### src/rtl/serial_adder_pkg.sv
// Shared types and constants for the bit-serial add/subtract engine.
package serial_adder_pkg;

  typedef enum logic [1:0] {
    IDLE = 2'd0,
    RUN  = 2'd1,
    DONE = 2'd2
  } sa_state_t;

  localparam int SA_DEFAULT_WIDTH = 8;

  // Bit counter width: max(1, clog2(width)) so a 1-bit datapath still has a counter bit.
  function automatic int sa_cnt_width(input int width);
    return (width <= 1) ? 1 : $clog2(width);
  endfunction

endpackage

### src/rtl/full_adder.sv
// One-bit full adder; the only arithmetic cell in the serial engine.
module full_adder (
  input  logic a,
  input  logic b,
  input  logic cin,
  output logic sum,
  output logic cout
);

  logic half;

  assign half = a ^ b;
  assign sum  = half ^ cin;
  assign cout = (a & b) | (cin & half);

endmodule

### src/rtl/serial_adder_ctrl.sv
// Bit-serial add/subtract: one full adder stepped LSB-first over DATA_WIDTH cycles,
// with valid/ready handshakes on the operand and result sides.
module serial_adder_ctrl
  import serial_adder_pkg::*;
#(
  parameter int DATA_WIDTH = SA_DEFAULT_WIDTH
) (
  input  logic                  clk,
  input  logic                  resetn,
  input  logic                  in_valid,
  output logic                  in_ready,
  input  logic [DATA_WIDTH-1:0] a,
  input  logic [DATA_WIDTH-1:0] b,
  input  logic                  sub,
  output logic                  out_valid,
  input  logic                  out_ready,
  output logic [DATA_WIDTH-1:0] result,
  output logic                  carry_out,
  output logic                  overflow,
  output logic                  busy
);

  localparam int            CW   = sa_cnt_width(DATA_WIDTH);
  localparam logic [CW-1:0] LAST = CW'(DATA_WIDTH - 1);

  sa_state_t             state;
  logic [CW-1:0]         cnt;
  logic                  carry;
  logic [DATA_WIDTH-1:0] op_a;
  logic [DATA_WIDTH-1:0] op_b;
  logic [DATA_WIDTH-1:0] result_shifted;
  logic                  fa_sum;
  logic                  fa_cout;

  // Operands shift right each RUN cycle, so bit cnt is always presented at position 0.
  full_adder u_full_adder (
    .a    (op_a[0]),
    .b    (op_b[0]),
    .cin  (carry),
    .sum  (fa_sum),
    .cout (fa_cout)
  );

  generate
    if (DATA_WIDTH == 1) begin : g_single_bit
      assign result_shifted = fa_sum;
    end else begin : g_multi_bit
      assign result_shifted = {fa_sum, result[DATA_WIDTH-1:1]};
    end
  endgenerate

  assign in_ready = (state == IDLE);

  always_ff @(posedge clk or negedge resetn) begin
    if (!resetn) begin
      state     <= IDLE;
      cnt       <= '0;
      carry     <= 1'b0;
      op_a      <= '0;
      op_b      <= '0;
      result    <= '0;
      carry_out <= 1'b0;
      overflow  <= 1'b0;
      out_valid <= 1'b0;
      busy      <= 1'b0;
    end else begin
      case (state)
        IDLE: begin
          if (in_valid) begin
            // Subtraction is a + ~b + 1: the +1 rides in as the initial carry.
            op_a  <= a;
            op_b  <= sub ? ~b : b;
            carry <= sub;
            cnt   <= '0;
            busy  <= 1'b1;
            state <= RUN;
          end
        end

        RUN: begin
          carry  <= fa_cout;
          result <= result_shifted;
          op_a   <= op_a >> 1;
          op_b   <= op_b >> 1;
          if (cnt == LAST) begin
            overflow  <= carry ^ fa_cout;
            carry_out <= fa_cout;
            out_valid <= 1'b1;
            state     <= DONE;
          end else begin
            cnt <= cnt + 1'b1;
          end
        end

        DONE: begin
          if (out_ready) begin
            out_valid <= 1'b0;
            busy      <= 1'b0;
            state     <= IDLE;
          end
        end

        default: begin
          out_valid <= 1'b0;
          busy      <= 1'b0;
          state     <= IDLE;
        end
      endcase
    end
  end

endmodule

### config.mk
export PLATFORM = sky130hd
export DESIGN_NAME = serial_adder_ctrl
export DESIGN_NICKNAME = d
export VERILOG_FILES = /design/src/rtl/serial_adder_pkg.sv /design/src/rtl/full_adder.sv /design/src/rtl/serial_adder_ctrl.sv
export SDC_FILE = /design/constraint.sdc
export NUM_CORES = 1
export LEC_CHECK = 0
export ABC_AREA = 1
export CORE_MARGIN = 4
export CORE_UTILIZATION = 45
export CTS_BUF_LIST = sky130_fd_sc_hd__clkbuf_2
export CTS_CLUSTER_DIAMETER = 200
export CTS_CLUSTER_SIZE = 24
export DETAILED_ROUTE_END_ITERATION = 12
export HOLD_SLACK_MARGIN = 0.08
export PLACE_DENSITY_LB_ADDON = 0.15
export SETUP_SLACK_MARGIN = 0.02
export SYNTH_ARGS = -nofsm -noshare
export SYNTH_HDL_FRONTEND = slang
export SYNTH_SLANG_ARGS = --single-unit
export TNS_END_PERCENT = 10
### constraint.sdc
create_clock -name clk -period 1.2 [get_ports clk]
set_input_delay 0.12 -clock clk [delete_from_list [all_inputs] [get_ports clk]]
set_output_delay 0.12 -clock clk [all_outputs]
set_load 0.1 [all_outputs]
==> results.sh, run 1 <==
export IMPL_run_status="complete, but fails checks"
export IMPL_violated_checks="setup timing"
export IMPL_timing_hold_worst_class="in2reg"
export IMPL_worstSetupPathDepth=4
export IMPL_synthesis_area_per_instance_um2=7.71
export IMPL_wire_length_of_the_first_global_routing_pass_um=6520
export IMPL_slew_headroom=0.824
export IMPL_arrival_ps=1300
export IMPL_netlist_top_cells_count="sky130_fd_sc_hd__nand2_1 (110), sky130_fd_sc_hd__dfrtp_1 (34), sky130_fd_sc_hd__nand3_1 (26), sky130_fd_sc_hd__inv_1 (19), sky130_fd_sc_hd__o21ai_0 (9)"
export IMPL_critPathBufInv=3
export IMPL_edff_count_synth=0
export IMPL_die_h_um=69.8
export IMPL_gp_routability_congestion=0.787
export IMPL_synth_area_top_cells="sky130_fd_sc_hd__dfrtp_1 (49%), sky130_fd_sc_hd__nand2_1 (24%), sky130_fd_sc_hd__nand3_1 (7.6%), sky130_fd_sc_hd__inv_1 (4.1%), sky130_fd_sc_hd__o21ai_0 (2.6%)"
export IMPL_grt_max_degree=35
export IMPL_drt_first_pass_iters=4
export IMPL_routed_wire_length_per_instance_um=12.0
export IMPL_seq_area_frac_synth=0.495
export IMPL_synth_async_reset_ratio=1.00
export IMPL_grt_setup_unrepaired="yes"
export IMPL_yosysTopAreaCell="sky130_fd_sc_hd__dfrtp_1"
export IMPL_cts_tree="done"
export IMPL_core_area_mm2=0.00369
export IMPL_htree_num_levels=2
export IMPL_place_area_mm2=0.00233
export IMPL_die_x_um=69.8
export IMPL_grt_pass1_vias=1491
export IMPL_worst_ir_drop_vdd_mv=1.01
export IMPL_power_density_mw_per_mm2=2900
export IMPL_fin_setup_tns_ps=-725
export IMPL_ys_ff_latch=34
export IMPL_cts_sinks=34
export IMPL_hold_path_depth=3
export IMPL_floorplan_die_area_mm2=0.00488
export IMPL_cp_top_family="flip-flops"
export IMPL_fin_skew_ps=18.4
export IMPL_drive_gt1_frac=0.266
export IMPL_synthMostInstantiatedCell="sky130_fd_sc_hd__nand2_1"
export IMPL_synth_ff_type="sky130_fd_sc_hd__dfrtp_1"
export IMPL_num_antenna_cells=0
export IMPL_critical_path_required_ps=1080
export IMPL_report_final_slew_viol_count=0
export IMPL_clkTransAtPathRegs_ps=160
export IMPL_final_min_clock_period_ps=1420
export IMPL_yosysWarningCount=0
export IMPL_final_critical_path_setup_slack_ps=-216
export IMPL_setup_violations=14
export IMPL_antenna_left=0
export IMPL_post_route_drc_count=0
export IMPL_avgViaCountPerCell=4.81
export IMPL_r2r_cells=9
export IMPL_cp_start_kind="flop"
export IMPL_clock_root_buffer="sky130_fd_sc_hd__clkbuf_2"
export IMPL_start_util=0.466
export IMPL_global_route_usage_total=0.165
export IMPL_final_cell_area_mm2=0.00256
export IMPL_grt_antenna_before_repair=0
export IMPL_critical_path_max_stage_delay_ps=440
export IMPL_pin_count=34
export IMPL_fmaxAchievable_mhz=706
export IMPL_area_growth_syn_to_layout_pct=49.0
export IMPL_detailedPlacementHpwl_um=2700
export IMPL_number_of_cells_produced_by_synthesis=223
export IMPL_drv_max_cap_violation_count=0
export IMPL_place_port_buffers=33
export IMPL_synthesis_nets=247
export IMPL_num_nets_final=302
export IMPL_vias=1567
export IMPL_path_max_fanout=3
export IMPL_finalHoldViolations=0
export IMPL_cp_end_kind="output pin"
export IMPL_clock_path_buffers=2
export IMPL_final_period_utilization=1.18
export IMPL_synthesis_area_mm2=0.00172
export IMPL_critPathKind="reg2out"
export IMPL_synth_cell_type_count=21
export IMPL_path_common_cell="sky130_fd_sc_hd__buf_6"
export IMPL_initialDrtViolationCount=113
export IMPL_remaining_overflow_grt=0
export IMPL_worstMarginPinSlew_ps=263
export IMPL_clk_insertion_delay_late_ps=380
export IMPL_row_count=22
export IMPL_total_leakage_power_nw=1.33
export IMPL_worstPathCellList="buf_6 -> nor2_4 -> buf_6 -> buf_12"
export IMPL_routed_wl_um=3920
export IMPL_synth_top_area_share=0.495
export IMPL_cts_buffers_inserted=5
export IMPL_crit_path_top_delay_cell="sky130_fd_sc_hd__dfrtp_1"
==> sequential cells by signal, indices dropped and copies added, names as in the netlist <==
register,flops
carry_out,1
out_valid,1
cnt,3
op_a,8
overflow,1
op_b,8
carry,1
state,2
busy,1
result,8
==> layout by cell type (no fill, tap or decap), drive strengths merged <==
cell and n:
nand2 112, buf 35, dfrtp 34, nand3 26
inv 21, clkdlybuf4s50 20, o21ai 12, clkbuf 5
nor2 3, clkinv 2, xnor2 2, ha 2
o21bai 1, nand3b 1, fa 1, dlygate4sd3 1
==> logic make-up after synthesis <==
family	Yosys count	share of synthesized area
AOI/OAI and AO/OA	13	0.0458
adders and majority gates	3	0.0262
buffers and inverters	29	0.0822
xor gates and xnor gates	2	0.0102
DFF	34	0.495
and+or+nand+nor	142	0.341
==> metal layers <==
layer | global-route usage | part of all wire | wire, um
met5 | 0 | 0 | 0
met2 | 0.285 | 0.51 | 2010
met3 | 0.0377 | 0.035 | 137
met4 | 0.0596 | 0.0051 | 20
met1 | 0.200 | 0.45 | 1750
==> power breakdown <==
part	internal (mW)	switching (mW)
logic	1.94	2.94
clock network	0.126	0.394
registers	1.63	0.413
==> worst reg2reg max path: stages, from the launching register on <==
cell and delay [ps]:
sky130_fd_sc_hd__dfrtp_1 440, sky130_fd_sc_hd__buf_4 150, sky130_fd_sc_hd__buf_6 120, sky130_fd_sc_hd__inv_8 70, sky130_fd_sc_hd__nand2_8 70, sky130_fd_sc_hd__buf_6 140, sky130_fd_sc_hd__nand2_1 50, sky130_fd_sc_hd__nand2_1 40
sky130_fd_sc_hd__nand2_1 50, sky130_fd_sc_hd__nand2_1 40
==> final timing paths <==
kind	end	from	slack, ps
hold / removal	op_a[7]	a[7]	310
max in group asynchronous	state[0]	resetn	380
hold reg to reg	op_b[4]	op_b[4]	500
setup / recovery	in_ready	state[1]	-220
setup reg to reg	op_a[2]	state[1]	-50
min in group asynchronous	overflow	resetn	630
==> metrics by stage <==
stage	utilization	instances	hold slack [ps]	total power [mW]	setup slack, ps
global route	0.695	326	303	7.92	-285
floorplan	-	223	-176	4.85	-373
detailed placement	0.631	312	466	6.40	-71.0
global placement	0.631	312	463	6.31	-73.7
CTS	0.664	323	296	7.11	-252
finish	0.695	326	310	7.45	-216
==> cell type report <==
cell class,instances,area [um2]
Clock inverter,2,10.0
Multi-Input combinational cell,160,833
Clock buffer,5,25.0
Fill cell,294,1120
Inverter,21,88.8
Timing Repair Buffer,56,694
Sequential cell,34,852
Tap cell,48,60.1
==> what timing repair did <==
action                                 in CTS  in global routing
setup endpoints to repair                  31                 40
endpoints found under the hold margin       6                  0
setup buffers                               3                  3
hold buffers                                1                  0
pin swaps                                   2                  5
gates resized for setup                    16                 33
Note: power is estimated with default switching activity, not from simulation.
==> run 2, diff against run 1 <==
--- a/config.mk
+++ b/config.mk
@@ -6,8 +6,10 @@
 export NUM_CORES = 1
 export LEC_CHECK = 0
 export ABC_AREA = 1
+export CELL_PAD_IN_SITES_DETAIL_PLACEMENT = 1
+export CELL_PAD_IN_SITES_GLOBAL_PLACEMENT = 1
 export CORE_MARGIN = 4
-export CORE_UTILIZATION = 45
+export CORE_UTILIZATION = 35
 export CTS_BUF_LIST = sky130_fd_sc_hd__clkbuf_2
 export CTS_CLUSTER_DIAMETER = 200
 export CTS_CLUSTER_SIZE = 24
==> run 2 against run 1 <==
Against the previous run: the flow still finishes with violations (setup timing); non-clock buffer count is 1 lower; critical path type unchanged; critical path depth stayed put; via count rose by 2.9%; sequential share of layout area increased by 0.16 points; cell area fell by 0.49%.
==> results.sh, run 2 (synthesis results as in run 1) <==
export IMPL_run_status="complete, but fails checks"
export IMPL_violated_checks="setup timing"
export IMPL_htree_num_levels=2
export IMPL_setup_violations=11
export IMPL_final_period_utilization=1.16
export IMPL_routed_wire_length_per_instance_um=13.6
export IMPL_drv_max_cap_violation_count=0
export IMPL_row_count=25
export IMPL_die_h_um=78.1
export IMPL_wire_length_of_the_first_global_routing_pass_um=8220
export IMPL_slew_headroom=0.752
export IMPL_r2r_cells=6
export IMPL_worstPathCellList="buf_6 -> nor2_4 -> buf_6 -> buf_12"
export IMPL_place_ws_ps=-129
export IMPL_hold_path_depth=3
export IMPL_avgViaCountPerCell=4.70
export IMPL_num_nets_final=301
export IMPL_global_route_usage_total=0.171
export IMPL_num_antenna_cells=0
export IMPL_clock_path_buffers=2
export IMPL_vias=1613
export IMPL_final_min_clock_period_ps=1400
export IMPL_total_leakage_power_nw=1.31
export IMPL_area_growth_syn_to_layout_pct=48.3
export IMPL_final_critical_path_setup_slack_ps=-198
export IMPL_path_common_cell="sky130_fd_sc_hd__buf_6"
export IMPL_gp_routability_congestion=0.743
export IMPL_place_port_buffers=33
export IMPL_detailedPlacementHpwl_um=3290
export IMPL_start_util=0.362
export IMPL_cts_sinks=34
export IMPL_timing_hold_worst_class="in2reg"
export IMPL_report_final_slew_viol_count=0
export IMPL_rr_startpoint="state[0]"
export IMPL_r2r_setup_slack_ps=-50
export IMPL_grt_setup_unrepaired="yes"
export IMPL_rr_endpoint="result[3]"
export IMPL_initialDrtViolationCount=64
export IMPL_power_density_mw_per_mm2=2920
export IMPL_cts_tree="done"
export IMPL_remaining_overflow_grt=0
export IMPL_clkTransAtPathRegs_ps=160
export IMPL_layout_cells_most_common="sky130_fd_sc_hd__nand2_1"
export IMPL_core_area_mm2=0.00475
export IMPL_fin_skew_ps=15.7
export IMPL_worst_ir_drop_vdd_mv=1.08
export IMPL_fmaxAchievable_mhz=716
export IMPL_grt_antenna_before_repair=0
export IMPL_grt_pass1_vias=1716
export IMPL_floorplan_die_area_mm2=0.00610
export IMPL_path_max_fanout=2
export IMPL_hold_ws_ps=325
export IMPL_cts_buffers_inserted=5
export IMPL_antenna_left=0
export IMPL_critPathKind="reg2out"
export IMPL_worst_hold_path_endpoint="op_a[7]"
export IMPL_die_x_um=78.1
export IMPL_cp_start_kind="flop"
export IMPL_arrival_ps=1280
export IMPL_crit_path_top_delay_cell="sky130_fd_sc_hd__dfrtp_1"
export IMPL_hold_path_startpoint="a[7]"
export IMPL_worstMarginPinSlew_ps=370
export IMPL_routed_wl_um=4660
export IMPL_post_route_drc_count=0
export IMPL_drt_first_pass_iters=4
export IMPL_critPathBufInv=3
export IMPL_grt_max_degree=35
export IMPL_cp_end_kind="output pin"
export IMPL_drive_gt1_frac=0.225
export IMPL_clock_root_buffer="sky130_fd_sc_hd__clkbuf_2"
export IMPL_cp_top_family="flip-flops"
export IMPL_critical_path_max_stage_delay_ps=430
export IMPL_clk_insertion_delay_late_ps=370
export IMPL_pin_count=34
export IMPL_largest_registers="op_a x8, op_b x8, result x8"
export IMPL_critical_path_required_ps=1080
export IMPL_most_common_layout_cells="sky130_fd_sc_hd__nand2_1 (108), sky130_fd_sc_hd__dfrtp_1 (33), sky130_fd_sc_hd__nand3_1 (22)"
export IMPL_finalHoldViolations=0
run 2: cell count changes in the layout (fill, tap and decap cells not counted), sizes merged:
| cell | delta |
|---|---|
| clkinv | -1 |
| buf | -1 |
run 2: worst max path at each step:
stage | endpoint | slack (ps) | startpoint | cells after the start
2_1_floorplan | cnt[0] | -370 | state[0] | 6
3_5_place_dp | carry | -130 | in_valid | 5
6_report | in_ready | -200 | state[1] | 4
5_1_grt | in_ready | -300 | state[1] | 4
3_3_place_gp | op_b[7] | -90 | in_valid | 5
4_1_cts | in_ready | -230 | state[1] | 4
run 2: metrics by stage:
stage | cells | instance area [um2] | util | setup TNS [ps] | power (mW)
after floorplan | 223 | 1740 | - | -4710 | 4.85
after global placement | 331 | 2350 | 0.495 | -1390 | 6.42
after detailed placement | 331 | 2350 | 0.495 | -1930 | 6.55
after CTS | 341 | 2470 | 0.519 | -364 | 7.27
after global routing | 343 | 2550 | 0.537 | -2420 | 8.04
final | 343 | 2550 | 0.537 | -356 | 7.44
run 2: tightest hold or removal path: stages:
cell and delay [ps]:
sky130_fd_sc_hd__clkdlybuf4s50_1 400, sky130_fd_sc_hd__nand3_1 90, sky130_fd_sc_hd__nand2_1 50
run 2: cell type report:
| class | instances | area, um2 |
|---|---|---|
| Tap cell | 67 | 83.8 |
| Timing Repair Buffer | 55 | 674 |
| Clock inverter | 1 | 3.75 |
| Fill cell | 590 | 2200 |
| Clock buffer | 5 | 25.0 |
| Multi-Input combinational cell | 160 | 821 |
| Sequential cell | 34 | 852 |
| Inverter | 21 | 91.3 |
run 2: what timing repair did:
item | 4_1_cts | 5_1_grt
pin swaps | 4 | 6
hold endpoints to repair | 0 | 27
resized for setup | 21 | 16
buffers inserted | 4 | 1
endpoints found under the setup margin | 29 | 45
hold buffers | 0 | 1
run 2: report_power, final:
| part | internal (mW) | switching, mW | total [mW] | leakage [nW] |
|---|---|---|---|---|
| Clock | 0.116 | 0.371 | 0.487 | 0.0223 |
| Sequential | 1.63 | 0.414 | 2.05 | 0.432 |
| Combinational | 1.91 | 2.99 | 4.91 | 0.854 |
run 2: per-layer routing:
metal | wire length (um) | GRT usage | vias up
met5 | 0 | 0 | -
met4 | 36 | 0.0437 | 0
met3 | 195 | 0.0505 | 4
met2 | 2540 | 0.318 | 38
met1 | 1890 | 0.189 | 775
li1 | - | - | 796
